$ cat src/rtl/vga_sync_decoder.sv
// Receive side of the VGA timing generator: recovers (x, y) from hsync/vsync/activevideo,
// measures line and frame geometry, and reports lock once a full frame matches nominal timing.
module vga_sync_decoder #(
    parameter int WHOLE_LINE  = 800,
    parameter int WHOLE_FRAME = 525,
    parameter int H_VISIBLE   = 640,
    parameter int V_VISIBLE   = 480,
    parameter int XBITS       = 10,
    parameter int YBITS       = 10
) (
    input  logic             clk,
    input  logic             reset_n,
    input  logic             pix_en,
    input  logic             hsync,
    input  logic             vsync,
    input  logic             activevideo,
    output logic [XBITS-1:0] x,
    output logic [YBITS-1:0] y,
    output logic             pixel_valid,
    output logic             frame_start,
    output logic             locked,
    output logic [11:0]      line_len,
    output logic [11:0]      frame_len,
    output logic [7:0]       err_count
);

    typedef enum logic [1:0] {
        ST_SEARCH = 2'd0,
        ST_VERIFY = 2'd1,
        ST_LOCKED = 2'd2
    } state_t;

    localparam logic [11:0]      LINE_L  = 12'(WHOLE_LINE);
    localparam logic [11:0]      FRAME_L = 12'(WHOLE_FRAME);
    localparam logic [11:0]      HVIS_L  = 12'(H_VISIBLE);
    localparam logic [11:0]      VVIS_L  = 12'(V_VISIBLE);
    localparam logic [11:0]      CNT_MAX = 12'hFFF;
    localparam logic [XBITS-1:0] X_MAX   = {XBITS{1'b1}};
    localparam logic [YBITS-1:0] Y_MAX   = {YBITS{1'b1}};

    state_t           state_r, state_next_s;
    logic             hs_q_r, vs_q_r, av_q_r;
    logic             hfall_s, vfall_s, avrise_s, avfall_s;
    logic [11:0]      hcnt_r, vcnt_r, acnt_r, lcnt_r;
    logic [11:0]      hcnt_inc_s, frame_meas_s;
    logic             hcnt_sat_s, line_bad_s, run_bad_s, frame_bad_s, mismatch_s;
    logic             h_armed_r, frame_good_r, frame_pending_r;
    logic             err_inc_s, pix_valid_next_s, enter_search_s, frame_open_s;
    logic [XBITS-1:0] x_r;
    logic [YBITS-1:0] y_r;
    logic             pixel_valid_r, frame_start_r, locked_r;
    logic [11:0]      line_len_r, frame_len_r;
    logic [7:0]       err_count_r;

    // Sync edges, qualified by the pixel tick so every event below is tick-aligned
    always_comb begin
        hfall_s  = pix_en & hs_q_r & ~hsync;
        vfall_s  = pix_en & vs_q_r & ~vsync;
        avrise_s = pix_en & ~av_q_r & activevideo;
        avfall_s = pix_en & av_q_r & ~activevideo;
    end

    // Geometry checks; a simultaneous hfall belongs to the frame that vfall closes
    always_comb begin
        hcnt_inc_s   = hcnt_r + 12'd1;
        frame_meas_s = (vcnt_r == CNT_MAX) ? CNT_MAX : (vcnt_r + {11'd0, hfall_s});
        hcnt_sat_s   = pix_en & (hcnt_r == CNT_MAX);
        line_bad_s   = hfall_s & h_armed_r & (hcnt_inc_s != LINE_L);
        run_bad_s    = avfall_s & (acnt_r != HVIS_L);
        frame_bad_s  = vfall_s & ((frame_meas_s != FRAME_L) | (lcnt_r != VVIS_L));
        mismatch_s   = line_bad_s | run_bad_s | hcnt_sat_s | frame_bad_s;
    end

    // Lock state register
    always_ff @(posedge clk) begin
        if (!reset_n) begin
            state_r <= ST_SEARCH;
        end else begin
            state_r <= state_next_s;
        end
    end

    // Lock next-state logic
    always_comb begin
        state_next_s = state_r;
        case (state_r)
            ST_SEARCH: begin
                if (vfall_s) state_next_s = ST_VERIFY;
                else         state_next_s = ST_SEARCH;
            end
            ST_VERIFY: begin
                if (hcnt_sat_s)                                  state_next_s = ST_SEARCH;
                else if (vfall_s & frame_good_r & ~mismatch_s)   state_next_s = ST_LOCKED;
                else                                             state_next_s = ST_VERIFY;
            end
            ST_LOCKED: begin
                if (mismatch_s) state_next_s = ST_SEARCH;
                else            state_next_s = ST_LOCKED;
            end
            default: state_next_s = ST_SEARCH;
        endcase
    end

    // Lock-derived controls; pixel_valid follows the state being registered this tick
    always_comb begin
        err_inc_s        = (state_r == ST_LOCKED) & mismatch_s & (err_count_r != 8'hFF);
        pix_valid_next_s = activevideo & (state_next_s == ST_LOCKED);
        enter_search_s   = (state_r != ST_SEARCH) & (state_next_s == ST_SEARCH);
        frame_open_s     = frame_pending_r | vfall_s;
    end

    // Edge history and line/frame/run measurement counters
    always_ff @(posedge clk) begin
        if (!reset_n) begin
            hs_q_r      <= 1'b1;
            vs_q_r      <= 1'b1;
            av_q_r      <= 1'b0;
            hcnt_r      <= 12'd0;
            vcnt_r      <= 12'd0;
            acnt_r      <= 12'd0;
            lcnt_r      <= 12'd0;
            line_len_r  <= 12'd0;
            frame_len_r <= 12'd0;
            h_armed_r   <= 1'b0;
        end else if (pix_en) begin
            hs_q_r <= hsync;
            vs_q_r <= vsync;
            av_q_r <= activevideo;
            if (hfall_s) begin
                line_len_r <= hcnt_inc_s;
                hcnt_r     <= 12'd0;
            end else if (hcnt_r != CNT_MAX) begin
                hcnt_r <= hcnt_inc_s;
            end
            if (vfall_s) begin
                frame_len_r <= frame_meas_s;
                vcnt_r      <= 12'd0;
            end else if (hfall_s && (vcnt_r != CNT_MAX)) begin
                vcnt_r <= vcnt_r + 12'd1;
            end
            if (avrise_s) begin
                acnt_r <= 12'd1;
            end else if (activevideo && (acnt_r != CNT_MAX)) begin
                acnt_r <= acnt_r + 12'd1;
            end
            if (vfall_s) begin
                lcnt_r <= {11'd0, avrise_s};
            end else if (avrise_s && (lcnt_r != CNT_MAX)) begin
                lcnt_r <= lcnt_r + 12'd1;
            end
            // The first hfall after (re)entering SEARCH only restarts the period count
            if (enter_search_s) begin
                h_armed_r <= 1'b0;
            end else if (hfall_s) begin
                h_armed_r <= 1'b1;
            end
        end
    end

    // Verify-frame flag, lock output and lock-loss counter
    always_ff @(posedge clk) begin
        if (!reset_n) begin
            frame_good_r <= 1'b0;
            locked_r     <= 1'b0;
            err_count_r  <= 8'd0;
        end else if (pix_en) begin
            locked_r <= (state_next_s == ST_LOCKED);
            if ((state_r == ST_SEARCH) && vfall_s) begin
                frame_good_r <= 1'b1;
            end else if ((state_r == ST_VERIFY) && vfall_s) begin
                frame_good_r <= 1'b1;
            end else if ((state_r == ST_VERIFY) && mismatch_s) begin
                frame_good_r <= 1'b0;
            end
            if (err_inc_s) begin
                err_count_r <= err_count_r + 8'd1;
            end
        end
    end

    // Coordinate recovery; frame_start is a single-clk pulse even between ticks
    always_ff @(posedge clk) begin
        if (!reset_n) begin
            x_r             <= {XBITS{1'b0}};
            y_r             <= {YBITS{1'b0}};
            frame_pending_r <= 1'b0;
            frame_start_r   <= 1'b0;
            pixel_valid_r   <= 1'b0;
        end else begin
            frame_start_r <= avrise_s & frame_open_s;
            if (pix_en) begin
                pixel_valid_r <= pix_valid_next_s;
                if (avrise_s) begin
                    x_r <= {XBITS{1'b0}};
                end else if (activevideo && (x_r != X_MAX)) begin
                    x_r <= x_r + XBITS'(1);
                end
                if (avrise_s && frame_open_s) begin
                    y_r             <= {YBITS{1'b0}};
                    frame_pending_r <= 1'b0;
                end else begin
                    frame_pending_r <= frame_open_s;
                    if (avrise_s && (y_r != Y_MAX)) begin
                        y_r <= y_r + YBITS'(1);
                    end
                end
            end
        end
    end

    assign x           = x_r;
    assign y           = y_r;
    assign pixel_valid = pixel_valid_r;
    assign frame_start = frame_start_r;
    assign locked      = locked_r;
    assign line_len    = line_len_r;
    assign frame_len   = frame_len_r;
    assign err_count   = err_count_r;

endmodule
$ cat config.mk
export PLATFORM = sky130hd
export DESIGN_NAME = vga_sync_decoder
export DESIGN_NICKNAME = d
export VERILOG_FILES = /design/src/rtl/vga_sync_decoder.sv
export SDC_FILE = /design/constraint.sdc
export NUM_CORES = 1
export LEC_CHECK = 0
export ABC_AREA = 1
export BUFFER_PORTS_ARGS = -buffer_cell sky130_fd_sc_hd__buf_2
export CAP_MARGIN = 20
export CORE_UTILIZATION = 64
export CTS_CLUSTER_DIAMETER = 40
export DETAILED_ROUTE_END_ITERATION = 7
export GPL_TIMING_DRIVEN = 0
export PLACE_DENSITY_LB_ADDON = 0.12
export SLEW_MARGIN = 10
export SYNTH_ARGS = -nofsm -noshare
export SYNTH_HDL_FRONTEND = slang
export SYNTH_SLANG_ARGS = --single-unit
$ cat constraint.sdc
create_clock -name clk -period 4.1 [get_ports clk]
set_clock_uncertainty 0.15 [all_clocks]
set_input_delay 0.205 -clock clk [delete_from_list [all_inputs] [get_ports clk]]
set_output_delay 0.205 -clock clk [all_outputs]
set_load 0.01 [all_outputs]
==> reports/summary.txt <==
ys flop type -> dfxtp_1
row cnt -> 34
most common cell after layout, fill and taps aside -> nand2_1
Synthesized Nets -> 843
Seq pwr share -> 0.585
post_cts resized -> 0
H-tree levels -> 3
Critical Path RT -> 4.21 ns
clock-pin slew on the worst setup and hold paths -> 0.10 ns
diodes inserted -> 0
CTS root buffer -> clkbuf_8
Total GRT Usage -> 0.304
die height -> 96.6 um
DR pass1 iterations -> 5
Crit. Startpoint -> hsync
ys async rst share -> 0
power per cell area -> 303 nW/um^2
dpl cells -> 993
clock buffer depth -> 2
max_cap viols -> 0
DR WL met2 -> 6410 um
DR vias -> 5658
Hold Fails Final Rpt -> 0
critical path endpoint -> err_count[0]
clock network fraction of total power -> 0.324
setup TNS -> 0 ns
Hold Slack -> 0.00555 ns
Mapped Cells -> 826
Post-CTS Setup Inserts -> 0
unrepaired setup endpoints after global routing -> false
fmax -> 0.302 GHz
critical path's largest stage delay -> 0.53 ns
worst r2r dst -> err_count[0]
Hold WC Path Type -> in -> reg
Yosys warnings -> 0
Slowest cell on crit path -> dlygate4sd3_1
Place WS -> 0.732 ns
Post-route DRC -> 0
Lkg Pwr -> 2.71 nW
dpl hpwl -> 10200 um
CP Cell Sequence -> dlygate4sd3_1, buf_2, nor2_4, clkbuf_1, ha_1, ha_1, inv_1, nand2_1, nand2_1, nor2_1, nand3_1, nor2_1, nand3_2, nor2_1, nand2_2, nand2_4, nand2_4, nand2_8, inv_2, nor2_1, nor2_1
CTS tree -> done
Post-synth EDFFs -> 0
Max-slew headroom -> 0.528
PortBufs -> 59
final std cells w/o fill -> 1010
Post-Route WL -> 13700 um
Worst R2R Start -> hs_q_r
Reg2Reg Setup Slack -> 0.88 ns
largest net degree at the start of global routing -> 19
Max Slew Vio Count -> 0
Max VDD drop -> 0.000212 V
Initial Util -> 0.660
drt wl/cell -> 13.5 um
cell-internal power -> 1.40 mW
worst r2r path cells -> 20
most frequent cells in the layout -> 161 x nand2_1, 111 x dfxtp_1, 105 x inv_1
first-pass GRT wire length -> 22000 um
crit path capture type -> flip-flop
CTS Buf Count -> 9
library cells used by synthesis -> 44
Util after Layout -> 0.732
Area growth syn-to-layout -> 10.9%
combinational power share -> 0.091
Final Setup Violations -> 0
clock sink total -> 111
Final Cycle Share -> 0.807
full die area -> 9330 um^2
initial antenna violation count -> 0
met3 routed WL -> 927 um
cell mode on critical path -> nor2_1
core area -> 8680 um^2
total net switching power -> 0.519 mW
switching share of power -> 0.270
Final nets -> 914
measured slew at the worst slew-check pin -> 0.705 ns
met1 WL -> 6110 um
Seq/Total Area, Yosys -> 0.388
cell family with the largest share of critical-path delay -> simple AND/OR/NAND/NOR gates
Max Used Layer -> met4
status -> completed
Worst Slack Setup Final -> 0.789 ns
vias in the first global route -> 4845
Avg Cell Area, Syn -> 6.93 um^2
I/O pins -> 61
Critical Path Fanout Max -> 10
Routed Antenna Nets -> 0
Post-Syn Area -> 5720 um^2
arrival time at the worst endpoint -> 3.42 ns
Synth Register Bits -> 111
CP Launch Type -> input pin
clk_lat worst skew -> 0.37 ns
Crit path depth -> 21
critical path buffer and inverter count -> 5
layout cells sized above 1 -> 0.143
1st-iter DRT viols -> 285
global placement routability congestion -> 0.953
final period demand of the worst path -> 3.31 ns
Via density -> 5.60
WS Path Type -> in -> reg
Congestion Overflow GR -> 0
Die Span X -> 96.6 um
[synthesized netlist by cell type, drive strengths merged, types with 5 or more instances]
cell type | number | area, um^2
inv | 109 | 409
clkbuf | 12 | 45.0
nand4 | 15 | 93.8
nor3 | 34 | 175
buf | 9 | 55.0
o21ai | 58 | 290
a21oi | 69 | 379
o211ai | 5 | 37.5
nand3 | 59 | 323
xor2 | 13 | 114
dfxtp | 111 | 2220
nand2 | 176 | 727
nor2 | 113 | 479
ha | 11 | 138
a211oi | 7 | 52.6
a31oi | 5 | 31.3
[registers in the layout, indices dropped and copies added (netlist names), 8 cells and up]
signal / cells
err_count: 8
y: 10
hcnt_r: 12
acnt_r: 12
line_len: 12
frame_len: 12
lcnt_r: 12
x: 10
vcnt_r: 12
[power by group through the flow]
stage	clock [mW]	sequential (mW)	combinational [mW]
6_report	0.622	1.12	0.176
5_1_grt	0.674	1.13	0.196
4_1_cts	0.631	1.12	0.174
3_5_place_dp	0	1.15	0.172
3_3_place_gp	0	1.15	0.167
2_1_floorplan	0	1.15	0.108
[layout make-up]
cell class / count / area [um^2]
inverter: 111 / 417
fill: 716 / 2330
buffer: 21 / 100
tap: 108 / 135
sequential: 111 / 2220
clock inverter: 5 / 42.5
clock buffer: 11 / 141
timing repair buffer: 60 / 305
multi-input combinational: 583 / 2990
[stage by stage]
step                cell area, um^2  power (mW)
finish                         6350        1.92
global route                   6350        2.00
CTS                            6350        1.93
detailed placement             6150        1.32
global placement               6150        1.31
floorplan                      5720        1.26
[worst reg2reg max path, stage by stage, from the launching register on]
cell and delay (ns):
dfxtp_1 0.35, nand2_1 0.09, nor2_4 0.21, clkbuf_1 0.44, ha_1 0.29, ha_1 0.20, inv_1 0.08, nand2_1 0.07
nand2_1 0.07, nor2_1 0.10, nand3_1 0.07, nor2_1 0.19, nand3_2 0.09, nor2_1 0.12, nand2_2 0.09, nand2_4 0.09
nand2_4 0.10, nand2_8 0.13, inv_2 0.05, nor2_1 0.08, nor2_1 0.05
[cell families (layout without fill, tap and decap cells)]
| kind of cell | count (synthesis) | in the layout | synth area share |
|---|---|---|---|
| and+or+nand+nor | 405 | 405 | 0.324 |
| AOI/OAI and AO/OA | 150 | 150 | 0.147 |
| buffers and inverters | 132 | 208 | 0.0903 |
| DFF | 111 | 111 | 0.388 |
| xor gates and xnor gates | 17 | 17 | 0.0260 |
| adders and majority gates | 11 | 11 | 0.0240 |
[what timing repair did]
action                                 in CTS  in global routing
hold buffers                                1                  0
endpoints found under the hold margin       1                  0
setup endpoints to repair                   0                  0
[layer usage]
metal,vias up,global-route usage
li1,2838,-
met1,2575,0.411
met2,220,0.501
met3,25,0.0360
met4,0,0.103
met5,-,0
[worst min path at each step]
stage                 startpoint            to  slack [ns]  cells after the start
finish                     vsync        vs_q_r       0.006                      3
global route               vsync        vs_q_r        0.02                      3
floorplan                  hsync        hs_q_r        0.18                      2
detailed placement  frame_len[9]  frame_len[9]        0.30                      2
CTS                        vsync        vs_q_r       0.004                      3
global placement          hs_q_r        hs_q_r        0.29                      2
No activity file was read; power rests on OpenSTA's default activity.
